===== src/rtl/instr_encoder.sv =====
// instr_encoder: packs instruction field bundles into 32-bit words, buffers
// them in a small FIFO and streams them into instruction memory at
// consecutive byte addresses during a start/finish-bounded load session.
module instr_encoder #(
  parameter int unsigned DEPTH = 4
) (
  input  logic        clk,
  input  logic        rst,
  input  logic        start,
  input  logic        finish,
  input  logic [31:0] base_addr,
  input  logic        in_valid,
  output logic        in_ready,
  input  logic [3:0]  cond,
  input  logic [1:0]  op,
  input  logic [5:0]  funct,
  input  logic [3:0]  rn,
  input  logic [3:0]  rd,
  input  logic [23:0] imm,
  input  logic        imem_stall,
  output logic        imem_we,
  output logic [31:0] imem_addr,
  output logic [31:0] imem_wdata,
  output logic        busy,
  output logic        done,
  output logic [15:0] word_count,
  output logic        err
);

  localparam int unsigned AW = (DEPTH > 1) ? $clog2(DEPTH) : 1;
  localparam int unsigned PW = AW + 1;

  typedef enum logic [1:0] {
    IDLE,
    RUN,
    DRAIN
  } state_e;

  state_e         state_q, state_d;
  logic [31:0]    mem_q [DEPTH];
  logic [PW-1:0]  wr_ptr_q, rd_ptr_q;
  logic [31:0]    addr_q;
  logic [15:0]    wc_q;
  logic           err_q;
  logic           done_q, done_d;

  logic           fifo_empty, fifo_full;
  logic           start_ok, hs, push, pop, illegal;
  logic [31:0]    word;

  // FIFO status; the extra pointer bit separates full from empty at wrap
  assign fifo_empty = (wr_ptr_q == rd_ptr_q);
  assign fifo_full  = (wr_ptr_q[AW] != rd_ptr_q[AW]) &&
                      (wr_ptr_q[AW-1:0] == rd_ptr_q[AW-1:0]);

  // Handshake and write-port decode; in_ready uses full-before-pop
  assign start_ok = (state_q == IDLE) && start;
  assign in_ready = (state_q == RUN) && !fifo_full;
  assign hs       = in_valid && in_ready;
  assign push     = hs && (op != 2'b11);
  assign illegal  = hs && (op == 2'b11);
  assign imem_we  = (state_q != IDLE) && !fifo_empty && !imem_stall;
  assign pop      = imem_we;

  assign imem_addr  = addr_q;
  assign imem_wdata = mem_q[rd_ptr_q[AW-1:0]];
  assign busy       = (state_q != IDLE);
  assign done       = done_q;
  assign word_count = wc_q;
  assign err        = err_q;

  // Field packing; branches carry a 24-bit offset in place of rn/rd/src2
  always_comb begin
    word = {cond, op, funct, rn, rd, imm[11:0]};
    if (op == 2'b10) begin
      word = {cond, 2'b10, funct[5:4], imm};
    end
  end

  // State register
  always_ff @(posedge clk or posedge rst) begin
    if (rst) begin
      state_q <= IDLE;
    end else begin
      state_q <= state_d;
    end
  end

  // Next-state and end-of-session pulse
  always_comb begin
    state_d = state_q;
    done_d  = 1'b0;
    case (state_q)
      IDLE: begin
        if (start) state_d = RUN;
      end
      RUN: begin
        if (finish) state_d = DRAIN;
      end
      DRAIN: begin
        if (fifo_empty) begin
          state_d = IDLE;
          done_d  = 1'b1;
        end
      end
      default: state_d = IDLE;
    endcase
  end

  // FIFO storage; contents need no reset since the pointers gate reads
  always_ff @(posedge clk) begin
    if (push) begin
      mem_q[wr_ptr_q[AW-1:0]] <= word;
    end
  end

  // Pointers, write address, word counter, sticky error and done pulse
  always_ff @(posedge clk or posedge rst) begin
    if (rst) begin
      wr_ptr_q <= '0;
      rd_ptr_q <= '0;
      addr_q   <= '0;
      wc_q     <= '0;
      err_q    <= 1'b0;
      done_q   <= 1'b0;
    end else begin
      done_q <= done_d;
      if (start_ok) begin
        wr_ptr_q <= '0;
        rd_ptr_q <= '0;
        addr_q   <= base_addr;
        wc_q     <= '0;
        err_q    <= 1'b0;
      end else begin
        if (push) begin
          wr_ptr_q <= wr_ptr_q + PW'(1);
        end
        if (pop) begin
          rd_ptr_q <= rd_ptr_q + PW'(1);
          addr_q   <= addr_q + 32'd4;
          if (wc_q != 16'hFFFF) begin
            wc_q <= wc_q + 16'd1;
          end
        end
        if (illegal) begin
          err_q <= 1'b1;
        end
      end
    end
  end

endmodule


===== config.mk =====
export PLATFORM = sky130hd
export DESIGN_NAME = instr_encoder
export DESIGN_NICKNAME = d
export VERILOG_FILES = /design/src/rtl/instr_encoder.sv
export SDC_FILE = /design/constraint.sdc
export NUM_CORES = 1
export LEC_CHECK = 0
export ABC_AREA = 1
export BUFFER_PORTS_ARGS = -buffer_cell sky130_fd_sc_hd__buf_2
export CAP_MARGIN = 20
export CORE_ASPECT_RATIO = 0.7
export CORE_MARGIN = 4
export CORE_UTILIZATION = 30
export CTS_CLUSTER_DIAMETER = 150
export CTS_CLUSTER_SIZE = 14
export DETAILED_ROUTE_END_ITERATION = 16
export PLACE_DENSITY = 0.54
export SYNTH_ARGS = -nofsm -noshare
export SYNTH_HDL_FRONTEND = slang
export SYNTH_SLANG_ARGS = --single-unit
export TNS_END_PERCENT = 5

===== constraint.sdc =====
create_clock -name clk -period 2.7 [get_ports clk]
set_input_delay 0.405 -clock clk [delete_from_list [all_inputs] [get_ports clk]]
set_output_delay 0.405 -clock clk [all_outputs]
set_load 0.1 [all_outputs]

---- Word-level counts from Yosys, hierarchy flattened ----
Memories as Yosys holds them, arrays and structs flattened.
Cells that the tools add are included.
W data, S select, Z words.
word-level totals
  bits in registers ....................... 58
  bits in writable memories ............... 128
  output and inout bits ................... 85
  logic and storage cells ................. 63
  memories kept ........................... 1
operators by class
  add/subtract/negate cells ............... 4
  eq/ne operators ......................... 12
  mux-type cells .......................... 20
  reduce and logical (&&, ||, !) cells .... 19
memory list
  name   words  width  rd ports  clocked after Yosys merged registers in  wr ports  RTL line  text
  mem_q  4      32     1         0                                        1         40        logic [31:0] mem_q [DEPTH];
operators with widths
  kind                     count
  $mux W32                 2
  $mux W16                 3
  $add A32 B3 Y32 const B  1
  $mux W28                 1
  $add A16 B1 Y16 const B  1
  $ne A16 B16 Y1 const B   1
  $mux W3                  4
  $reduce_bool A2 Y1       5
  $logic_and A1 B1 Y1      8
  $ne A2 B2 Y1 const B     4
  $add A3 B1 Y3 const B    2
  $eq A2 B2 Y1 const B     3
  $mux W1                  6
  $mux W2                  3
  $pmux W2 S3              1
  $eq A3 B3 Y1             1
  $logic_not A1 Y1         3
  $reduce_and A3 Y1        1
  $eq A2 B1 Y1 const B     1
  $eq A2 B2 Y1             1
  $logic_not A2 Y1         1
  $reduce_and A2 Y1        1
  $ne A1 B1 Y1             1

---- Depth between registers and ports, before layout ----
Gate-level depths: netlist of the first run.
  word-level depth ........................ 8
  gate-level depth with buffers ........... 10

---- Worst setup path before layout of the first run ----
OpenSTA, ideal clock, no wires.
  path type ............................... register to output
  from .................................... register rd_ptr_q[0]
  to ...................................... output port imem_wdata[25]
  data arrival time ....................... 2616 ps
  required time ........................... 2295 ps
  slack ................................... -321 ps
  stages on the path, launching flop included .. 7
  path buffers ............................ 3
  path through ............................ dfrtp_1 > buf_2 > inv_1 > buf_2 > clkbuf_1 > o21ai_0 > o22ai_1
between the ends
  cells in the longest elaborated chain, start to end .. 1
ends and longest elaborated chain
  item                      RTL line  text
  start: declaration        41        logic [PW-1:0] wr_ptr_q, rd_ptr_q;
  start signal: assignment  139       rd_ptr_q <= rd_ptr_q + PW'(1);
  $mem_v2 Z4 W32            -
  end: declaration          23        output logic [31:0] imem_wdata,
No other way between the ends.

---- Worst setup path after layout of the first run ----
  from .................................... register rd_ptr_q[1]
  to ...................................... output port imem_wdata[9]
Same word-level chain as after synthesis.

==> summary.md, run 1 <==
| Metric | Value |
|---|---|
| Via-to-Cell Ratio | `4.691` |
| Dpl ws | `0.5924 ns` |
| Die ar. | `0.03254 mm^2` |
| Leakage | `0.004752 uW` |
| Area share of the largest cell type after synthesis | `43.17%` |
| Clk_lat worst skew | `0.43 ns` |
| First-pass GRT wire length | `38990 um` |
| Pwr Density | `1220 mW/mm^2` |
| HPWL after DPL | `16880 um` |
| Status | `finished, final reports clean` |
| Initial Util | `30.61%` |
| Count leader, synth | `nand2_1` |
| Max_cap viols | `0` |
| Fin Clk Skew | `0.009704 ns` |
| Hold Path Class | `in -> async` |
| WP data arrival | `2.02 ns` |
| Most area-hungry cell type in the Yosys netlist | `edfxtp_1` |
| Top post-synthesis cells by area | `edfxtp_1 43%, dfrtp_1 16%, nand2_1 11%` |
| DIE HEIGHT | `152.1 um` |
| Routed WL | `24940 um` |
| Row cnt | `52` |
| DRC viols | `0` |
| CTS buffer count | `17` |
| GRT Overall Usage | `15.10%` |
| Rel. slew slack | `45.95%` |
| Hold bufs inserted after CTS | `0` |
| Setup bufs post-CTS | `0` |
| EDFF count, synth | `128` |
| Critical Path Fanout Max | `31` |
| Period utilisation layout | `89.99%` |
| Synth async-reset ratio | `31.18%` |
| Initial DRT Pass Iterations | `5` |
| Core Area | `0.02908 mm^2` |
| Final min period | `2.430 ns` |
| Sequential share of the synthesized area | `59.47%` |
| Area growth from synthesis to layout | `27.26%` |
| Mapped cell area | `0.008904 mm^2` |
| Fin area | `0.01133 mm^2` |
| Routed wire per std cell | `16.59 um` |
| Final Max Tran Viols | `0` |
| CTS sink cnt | `186` |
| Synth warn | `0` |
| Syn avg cell area | `9.362 um^2` |
| Die X | `213.9 um` |
| Syn_nets | `1040` |
| # IOs | `167` |
| Slew @ Worst Pin | `0.8107 ns` |
| Initial antenna violation count | `1` |
| Share of post-route cells with drive strength above 1 | `23.06%` |
| Global route overflow | `0` |
| IO buf count | `166` |
| Critical path capture point type | `primary output` |
| Syn Inst Count | `951` |
| Final WS setup | `0.2702 ns` |
| Cell variety after synth | `35` |
| Final setup violation count | `0` |
| # fillers | `2898` |
| TritonCTS clock tree | `done` |
| Clock Pin Slew Worst Setup and Hold Paths | `0.07 ns` |
| Seq cells post-synth | `186` |
| DP Area | `0.01075 mm^2` |
| Largest net degree at the start of global routing | `65` |
| Hold Fails Final Rpt | `0` |
| CTS root buf | `clkbuf_16` |
| H-tree levels | `4` |
| Final ANT Viol Nets | `0` |
| Post-route setup TNS | `0 ns` |
| Layout Nets | `1199` |
| Longest Clk Path Bufs | `2` |
| Peak VDD IR | `0.6708 mV` |
| Req. time, crit path | `2.30 ns` |
| Hold slack | `0.1139 ns` |
| Cts repair resizes | `0` |
| R2R depth | `5` |
| Via Count | `7051` |
| Vias in the first global route | `6737` |
| Placer Congestion | `0.8943` |
| Crit Path Category | `reg -> out` |
| Critical Path Source Type | `flop` |
| Most instantiated cells after synthesis | `256 x nand2_1, 139 x nor2_1, 128 x edfxtp_1` |
| Unrepaired setup endpoints after global routing | `no` |
| Most used flip-flop cell after synthesis | `edfxtp_1` |
| Max Fclk | `0.4116 GHz` |
| Initial DRC Count | `367` |
[sequential cells by signal (all words and copies together), names as in the netlist]
name,cells
word_count,16
imem_addr,32
rd_ptr_q,3
done,1
mem_q,128
state_q,2
err,1
wr_ptr_q,3
[placed cells by master (no fill, tap or decap), drive strengths merged]
cell type / instances
o22ai: 33
edfxtp: 128
buf: 181
nand2: 261
o31ai: 1
clkbuf: 17
xnor2: 8
dfrtp: 58
a31oi: 1
nor3: 4
clkinv: 6
inv: 67
diode: 2
a21oi: 8
ha: 7
nand4: 8
and2: 2
xor2: 8
nand3b: 7
mux2: 12
nor2: 143
bufinv: 1
nand3: 73
or2: 4
o21bai: 3
o21ai: 82
[per-layer routing]
| layer | global-route usage [%] | part of all wire (%) | vias to the layer above | wire, um |
|---|---|---|---|---|
| met3 | 3.109 | 4.2 | 15 | 1048 |
| met2 | 23.22 | 46 | 139 | 11370 |
| met4 | 3.548 | 1.0 | 0 | 261 |
| met1 | 22.07 | 49 | 3370 | 12260 |
| met5 | 0 | 0 | - | 0 |
| li1 | - | - | 3527 | - |
[area by class of cell]
type | instances | area [um^2] | share of cell area, %
Inverter | 59 | 224.0 | 1.977
Antenna cell | 2 | 5.005 | 0.04417
Sequential cell | 186 | 5296 | 46.74
Clock buffer | 17 | 425.4 | 3.754
Multi-Input combinational cell | 665 | 3237 | 28.57
Tap cell | 378 | 473.0 | 4.174
Clock inverter | 15 | 153.9 | 1.358
Timing Repair Buffer | 181 | 1516 | 13.38
[logic make-up after synthesis]
kind of cell,synth area share [%]
multiplexers,1.518
adder cells (fa/ha/maj),0.9837
AO/OA/AOI/OAI,7.912
flip-flops,59.47
buffers and inverters,5.073
XOR/XNOR,1.574
AND/OR/NAND/NOR,23.47
[where the power goes]
group          leakage [uW]  switching, uW  internal, uW  total, uW
Clock              0.000290           1190          1310       2500
Sequential          0.00191            420          3490       3910
Combinational       0.00255           5580          1840       7420
[stage by stage]
stage	util (%)	power, uW	cells
2_1_floorplan	-	9282	951
3_3_place_gp	36.95	11420	1469
3_5_place_dp	36.95	11440	1469
4_1_cts	38.94	13990	1501
5_1_grt	38.94	14510	1501
6_report	38.96	13830	1503
[worst max-delay path: stages (launching register included)]
cell and delay, ns:
dfrtp_1 0.43, inv_1 0.13, buf_4 0.36, o21ai_0 0.16, o22ai_1 0.29, buf_12 0.22
[final timing paths]
check	slack [ns]	to	start
max	0.27	imem_wdata[9]	rd_ptr_q[1]
min	0.11	word_count[10]	rst
max reg2reg	0.61	mem_q[2][27]	wr_ptr_q[0]
min reg2reg	0.48	imem_addr[1]	imem_addr[1]
max in group asynchronous	1.80	imem_addr[9]	rst
min in group clk	0.17	imem_addr[0]	base_addr[0]
Power figures use the tool's default switching activity.
==> inputs of run 2 (changes only) <==
Settings changed: CORE_MARGIN 4 to default.
Clock period 2.7 ns to 2.2 ns, I/O delays scaled along.
==> run 2 against run 1 <==
Net effect: worst setup slack lost 0.16 ns; non-clock buffer count grew 12; final area grew 3.3%; via count grew 1.1%; first-iteration DRC count grew 9.8%; utilization grew 1.4 points; register-to-register slack lost 0.24 ns; wire length shrank 0.82%; critical path type unchanged; largest cell class unchanged.
==> summary.md, run 2 (same netlist as run 1, synthesis figures left out) <==
| Metric | Value |
|---|---|
| Status | `finished, final reports clean (unchanged)` |
| Critical Path Source Type | `flop (unchanged)` |
| Initial DRT Pass Iterations | `5 (unchanged)` |
| Share of post-route cells with drive strength above 1 | `25.73% (was 23.06%)` |
| Fin util | `40.32% (was 38.96%)` |
| Max_cap viols | `0 (unchanged)` |
| Critical path capture point type | `primary output (unchanged)` |
| Fin Clk Skew | `0.01242 ns (was 0.009704 ns)` |
| Final Max Tran Viols | `0 (unchanged)` |
| # fillers | `2899 (was 2898)` |
| Setup bufs post-CTS | `0 (unchanged)` |
| Clock Pin Slew Worst Setup and Hold Paths | `0.08 ns (was 0.07 ns)` |
| Req. time, crit path | `1.87 ns (was 2.30 ns)` |
| Fin area | `0.01170 mm^2 (was 0.01133 mm^2)` |
| P_int | `8399 uW (was 6640 uW)` |
| HPWL after DPL | `16960 um (was 16880 um)` |
| Die X | `207.9 um (was 213.9 um)` |
| Global route overflow | `0 (unchanged)` |
| Max reg flops | `128 (unchanged)` |
| Combinational power share | `54.6% (was 53.6%)` |
| Most frequent cells in the layout | `256 x nand2_1, 135 x nor2_1, 132 x buf_2 (unchanged)` |
| Slew @ Worst Pin | `0.5313 ns (was 0.8107 ns)` |
| Max Fclk | `0.4782 GHz` |
| Vias in the first global route | `6756 (was 6737)` |
| Worst hold path depth | `2` |
| Clock share of power | `17.7% (was 18.1%)` |
| CTS root buf | `clkbuf_16 (unchanged)` |
| Hold Path Class | `in -> reg (was in -> async)` |
| DIE HEIGHT | `146.1 um (was 152.1 um)` |
| CTS sink cnt | `186 (unchanged)` |
| CTS buffer count | `17 (unchanged)` |
| Critical Path Fanout Max | `25 (was 31)` |
| Row cnt | `52 (unchanged)` |
| DP Area | `0.01107 mm^2 (was 0.01075 mm^2)` |
| Via-to-Cell Ratio | `4.707 (was 4.691)` |
| Longest Clk Path Bufs | `2 (unchanged)` |
| Unrepaired setup endpoints after global routing | `yes (was no)` |
| Layout Nets | `1211 (was 1199)` |
| Via Count | `7127 (was 7051)` |
| H-tree levels | `4 (unchanged)` |
| Initial antenna violation count | `2 (was 1)` |
| Sw Pwr | `8970 uW (was 7185 uW)` |
| Overall Power | `17370 uW (was 13830 uW)` |
| Placer Congestion | `0.9022 (was 0.8943)` |
| Routed WL | `24730 um (was 24940 um)` |
| # IOs | `167 (unchanged)` |
| Final WS setup | `0.1088 ns (was 0.2702 ns)` |
| Pwr Density | `1484 mW/mm^2 (was 1220 mW/mm^2)` |
| Period utilisation layout | `95.06%` |
| GRT Overall Usage | `16.56% (was 15.10%)` |
| Final setup violation count | `0 (unchanged)` |
| Initial DRC Count | `403 (was 367)` |
| Area growth from synthesis to layout | `31.42% (was 27.26%)` |
| IO buf count | `166 (unchanged)` |
| Placed cell count | `1479 (was 1469)` |
| Core Area | `0.02902 mm^2 (was 0.02908 mm^2)` |
| Rel. slew slack | `64.53% (was 45.95%)` |
| Most common cell after layout, fill and taps aside | `nand2_1 (unchanged)` |
| Final ANT Viol Nets | `0 (unchanged)` |
| Share of power burned in registers | `27.6% (was 28.3%)` |
| Largest net degree at the start of global routing | `51 (was 65)` |
| Clk_lat worst skew | `0.43 ns (about the same)` |
| Dpl ws | `0.3921 ns (was 0.5924 ns)` |
| First-pass GRT wire length | `38800 um (was 38990 um)` |
| Leakage | `0.004888 uW (was 0.004752 uW)` |
| Peak VDD IR | `0.9368 mV (was 0.6708 mV)` |
| Final std cells w/o fill | `1514 (was 1503)` |
| Initial Util | `30.68% (was 30.61%)` |
| Hold Fails Final Rpt | `0 (unchanged)` |
| R2R depth | `8 (was 5)` |
| Sw Share | `51.64% (was 51.97%)` |
| TritonCTS clock tree | `done (unchanged)` |
| WP data arrival | `1.76 ns (was 2.02 ns)` |
| Crit Path Category | `reg -> out (unchanged)` |
| Die ar. | `0.03038 mm^2 (was 0.03254 mm^2)` |
| Final min period | `2.091 ns` |
| Routed wire per std cell | `16.34 um (was 16.59 um)` |
| DRC viols | `0 (unchanged)` |
==> run 2: layout make-up <==
cell class,count,area (um^2),share of cell area [%]
clock buffers,18,429.2,3.668
multi-input cells,665,3440,29.39
inverters,59,224.0,1.914
clock inverters,14,152.6,1.305
flip-flops and latches,186,5296,45.26
repair buffers,193,1684,14.39
diodes,1,2.502,0.02139
well taps,378,473.0,4.042
==> run 2: power groups by stage <==
stage | logic [uW] | clock network, uW | registers (uW)
floorplan | 4820 | 0 | 6800
global placement | 9470 | 0 | 4860
detailed placement | 9510 | 0 | 4860
CTS | 9520 | 3200 | 4790
global route | 10000 | 3310 | 4870
finish | 9490 | 3080 | 4800
==> run 2: critical path, cell delays in order, from the launching register on <==
cell	delay, ns
dfrtp_2	0.45
inv_2	0.15
clkbuf_16	0.23
o21ai_0	0.11
o22ai_2	0.18
buf_12	0.21
==> run 2: path summary, 6_finish.rpt <==
kind / slack (ns) / start / endpoint
min in group asynchronous: 0.49 / rst / state_q[0]
hold reg to reg: 0.48 / imem_addr[0] / imem_addr[0]
max in group asynchronous: 1.14 / rst / imem_addr[3]
setup / recovery: 0.11 / rd_ptr_q[0] / imem_wdata[16]
setup reg to reg: 0.37 / imem_addr[2] / imem_addr[18]
hold / removal: 0.1 / finish / state_q[0]
==> run 2: what timing repair did <==
action                                 in CTS  in global routing
endpoints found under the hold margin      19                  0
gates resized for setup                     0                  6
hold buffers                                1                  0
setup endpoints to repair                   0                  7
==> run 2: per-stage QoR <==
stage	hold slack (ns)	TNS (ns)
2_1_floorplan	0.4266	-18.54
3_3_place_gp	0.4078	0
3_5_place_dp	0.4131	0
4_1_cts	0.06877	0
5_1_grt	0.07710	-0.008596
6_report	0.09878	0
==> run 2: layer usage <==
| layer | vias up | routed length, um | global-route usage [%] |
|---|---|---|---|
| met5 | - | 0 | 0 |
| li1 | 3544 | - | - |
| met2 | 153 | 10930 | 24.50 |
| met1 | 3407 | 12480 | 24.72 |
| met3 | 23 | 921 | 2.990 |
| met4 | 0 | 406 | 4.481 |
==> inputs of run 3 (changes only) <==
Settings changed: ABC_AREA 1 to 0, PLACE_DENSITY 0.54 to 0.55.
==> run 3 against run 2 <==
Net effect: the flow now finishes with violations (negative setup slack); utilization up 0.56 points; non-clock buffer count up 4; global-route usage fell by 1.9 points; area after synthesis is 9.9% lower; critical path depth decreased by 1; critical path type unchanged.
==> summary.md, run 3 <==
| Metric | Value |
|---|---|
| Count leader, synth | `edfxtp_1 (was nand2_1)` |
| Initial DRC Count | `298 (was 403)` |
| Largest net degree at the start of global routing | `47 (was 51)` |
| R2R depth | `7 (was 8)` |
| Period utilisation layout | `100.5% (was 95.06%)` |
| Via-to-Cell Ratio | `4.747 (was 4.707)` |
| Global route overflow | `0 (unchanged)` |
| Ant diodes | `0 (was 1)` |
| Critical Path Fanout Max | `6 (was 25)` |
| Syn_nets | `627 (was 1040)` |
| Syn avg cell area | `14.92 um^2 (was 9.362 um^2)` |
| Initial antenna violation count | `0 (was 2)` |
| Longest Clk Path Bufs | `2 (unchanged)` |
| Layout Nets | `818 (was 1211)` |
| GRT Overall Usage | `14.62% (was 16.56%)` |
| Most instantiated cells after synthesis | `128 x edfxtp_1, 58 x dfrtp_1, 55 x nand2_1 (was 256 x nand2_1, 139 x nor2_1, 128 x edfxtp_1)` |
| Row cnt | `49 (was 52)` |
| HPWL after DPL | `12910 um (was 16960 um)` |
| CTS sink cnt | `186 (unchanged)` |
| Critical Path Source Type | `flop (unchanged)` |
| DIE HEIGHT | `138.8 um (was 146.1 um)` |
| H-tree levels | `4 (unchanged)` |
| Routed wire per std cell | `17.51 um (was 16.34 um)` |
| Final min period | `2.211 ns (was 2.091 ns)` |
| Req. time, crit path | `1.87 ns (about the same)` |
| Sequential share of the synthesized area | `65.98% (was 59.47%)` |
| Synth warn | `0 (unchanged)` |
| Initial DRT Pass Iterations | `4 (was 5)` |
| Unrepaired setup endpoints after global routing | `yes (unchanged)` |
| Die X | `197.5 um (was 207.9 um)` |
| Area share of the largest cell type after synthesis | `47.90% (was 43.17%)` |
| Failing checks | `negative setup slack` |
| DP Area | `0.009741 mm^2 (was 0.01107 mm^2)` |
| Synth Area in XOR/XNOR | `3.368% (was 1.574%)` |
| Max_cap viols | `0 (unchanged)` |
| Most frequent cells in the layout | `132 x buf_2, 128 x edfxtp_1, 55 x nand2_1 (was 256 x nand2_1, 135 x nor2_1, 132 x buf_2)` |
| Area growth from synthesis to layout | `32.44% (was 31.42%)` |
| IO buf count | `166 (unchanged)` |
| Hold Fails Final Rpt | `0 (unchanged)` |
| CP most frequent cell | `buf_12` |
| WP data arrival | `1.88 ns (was 1.76 ns)` |
| Seq cells post-synth | `186 (unchanged)` |
| Synth async-reset ratio | `31.18% (unchanged)` |
| Syn Inst Count | `538 (was 951)` |
| Routed WL | `19250 um (was 24730 um)` |
| Crit-path cells | `buf_12 > buf_12 > mux4_2 > buf_6 (was inv_2 > clkbuf_16 > o21ai_0 > o22ai_2 > buf_12)` |
| EDFF count, synth | `128 (unchanged)` |
| Most used flip-flop cell after synthesis | `edfxtp_1 (unchanged)` |
| FF-to-FF End | `imem_addr[28] (was imem_addr[18])` |
| Peak VDD IR | `1.006 mV (was 0.9368 mV)` |
| First-pass GRT wire length | `30200 um (was 38800 um)` |
| Overall Power | `16740 uW (was 17370 uW)` |
| Final setup violation count | `3 (was 0)` |
| Placer Congestion | `0.7692 (was 0.9022)` |
| Share of post-route cells with drive strength above 1 | `43.80% (was 25.73%)` |
| Worst Hold End | `imem_addr[0] (was state_q[0])` |
| Post-Synth Adder-Cell Area | `1.091% (was 0.9837%)` |
| FF-to-FF Start | `rd_ptr_q[0] (was imem_addr[2])` |
| Hold Path Class | `in -> reg (unchanged)` |
| Final Max Tran Viols | `0 (unchanged)` |
| Initial Util | `30.87% (was 30.68%)` |
| Via Count | `5217 (was 7127)` |
| Final ANT Viol Nets | `0 (unchanged)` |
| DRC viols | `0 (unchanged)` |
| Core Area | `0.02599 mm^2 (was 0.02902 mm^2)` |
| Worst hold path depth | `3 (was 2)` |
| Most area-hungry cell type in the Yosys netlist | `edfxtp_1 (unchanged)` |
| TritonCTS clock tree | `done (unchanged)` |
| Hold Crit Start | `base_addr[0] (was finish)` |
| Rel. slew slack | `64.48% (was 64.53%)` |
| Most common cell after layout, fill and taps aside | `buf_2 (was nand2_1)` |
| Critical Path Slowest Stage Cell | `mux4_2 (was dfrtp_2)` |
| Max reg flops | `128 (unchanged)` |
| Hold slack | `0.08815 ns (was 0.09878 ns)` |
| Clock Pin Slew Worst Setup and Hold Paths | `0.07 ns (was 0.08 ns)` |
| Fin Clk Skew | `0.01158 ns (was 0.01242 ns)` |
| Cell variety after synth | `55 (was 35)` |
| Mux share of post-synthesis cell area | `11.16% (was 1.518%)` |
| Setup slack, reg-to-reg | `0.13 ns (was 0.37 ns)` |
| Slew @ Worst Pin | `0.5320 ns (was 0.5313 ns)` |
| CTS buffer count | `17 (unchanged)` |
| Mapped cell area | `0.008025 mm^2 (was 0.008904 mm^2)` |
| Post-route setup TNS | `-0.02250 ns (was 0 ns)` |
| Fin area | `0.01063 mm^2 (was 0.01170 mm^2)` |
| Vias in the first global route | `5166 (was 6756)` |
| Die ar. | `0.02742 mm^2 (was 0.03038 mm^2)` |
| Pwr Density | `1575 mW/mm^2 (was 1484 mW/mm^2)` |
| Leakage | `0.003993 uW (was 0.004888 uW)` |
| Critical path capture point type | `primary output (unchanged)` |
| Clk_lat worst skew | `0.44 ns (was 0.43 ns)` |
| # IOs | `167 (unchanged)` |
| Compound-Gate Fraction of Synth Area | `6.314% (was 7.912%)` |
| Synth Area in Simple Gates | `10.24% (was 23.47%)` |
| Largest family of logic cells by synthesized area | `multiplexers (was simple AND/OR/NAND/NOR gates)` |
| Top post-synthesis cells by area | `edfxtp_1 48%, dfrtp_1 18%, mux4_2 9.0% (was edfxtp_1 43%, dfrtp_1 16%, nand2_1 11%)` |
| Final WS setup | `-0.01135 ns (was 0.1088 ns)` |
| Status | `finished with violations (was finished, final reports clean)` |
| Max Fclk | `0.4522 GHz (was 0.4782 GHz)` |
| CTS root buf | `clkbuf_16 (unchanged)` |
| Critical Path Max Stage Delay | `0.54 ns (was 0.45 ns)` |
| Crit Path Category | `reg -> out (unchanged)` |
-- run 3: changes by cell type after synthesis, moves of 31 or more --
cell | before | now
o21ai_0 | 82 | 19
nor2_1 | 139 | 20
nand3_1 | 71 | 26
inv_1 | 57 | 7
o22ai_1 | 33 | 2
nand2_1 | 256 | 55
mux4_2 | 0 | 32
-- run 3: cells by family after synthesis --
kind of cell	Yosys count
DFF	186
and+or+nand+nor	159
AOI/OAI and AO/OA	75
muxes	48
buffers and inverters	33
xor gates and xnor gates	30
adders and majority gates	7
-- run 3: worst max-delay path: cells and delay by family (launching register included) --
family,cells,cell delay (ns)
mux,1,0.54
flops,1,0.41
buf+inv,3,0.50
-- run 3: power by group --
group	internal, uW	total [uW]	leakage, uW	switching [uW]
sequential	4340	4850	0.00186	516
clock	1500	2960	0.000274	1460
combinational	2460	8920	0.00186	6460
-- run 3: what timing repair did --
item	CTS	global route
hold buffers	1	0
setup buffers	3	0
endpoints found under the setup margin	33	34
pin swaps	1	0
endpoints found under the hold margin	21	0
gates cloned	3	0
resized for setup	60	1
-- run 3: worst max path at each step --
stage	from	to	slack, ns
2_1_floorplan	rd_ptr_q[1]	mem_q[3][0]	-0.23
3_3_place_gp	rd_ptr_q[2]	word_count[11]	0.29
3_5_place_dp	wr_ptr_q[0]	imem_addr[28]	0.27
4_1_cts	rd_ptr_q[0]	imem_wdata[27]	-0.04
5_1_grt	rd_ptr_q[0]	imem_wdata[25]	-0.07
6_report	rd_ptr_q[0]	imem_wdata[23]	-0.01
-- run 3: layout make-up --
type,instances,area (um^2)
clock inverters,14,127.6
repair buffers,197,1629
inverters,8,32.53
multi-input cells,319,2630
flip-flops and latches,186,5334
well taps,357,446.7
clock buffers,18,429.2
fillers,2456,15370
-- run 3: layer usage --
| layer | vias to the layer above | GRT usage [%] | share of wire, % |
|---|---|---|---|
| li1 | 2471 | - | - |
| met1 | 2608 | 22.07 | 50 |
| met2 | 121 | 20.52 | 43 |
| met3 | 17 | 3.161 | 5.0 |
| met4 | 0 | 5.182 | 1.3 |
| met5 | - | 0 | 0 |
-- run 3: metrics by stage --
| stage | setup slack (ns) | instances | utilization (%) |
|---|---|---|---|
| after global placement | 0.2914 | 1060 | 37.47 |
| after CTS | -0.04456 | 1099 | 40.87 |
| final | -0.01135 | 1099 | 40.89 |
| after global routing | -0.07243 | 1099 | 40.89 |
| after floorplan | -0.2258 | 538 | - |
| after detailed placement | 0.2704 | 1060 | 37.47 |
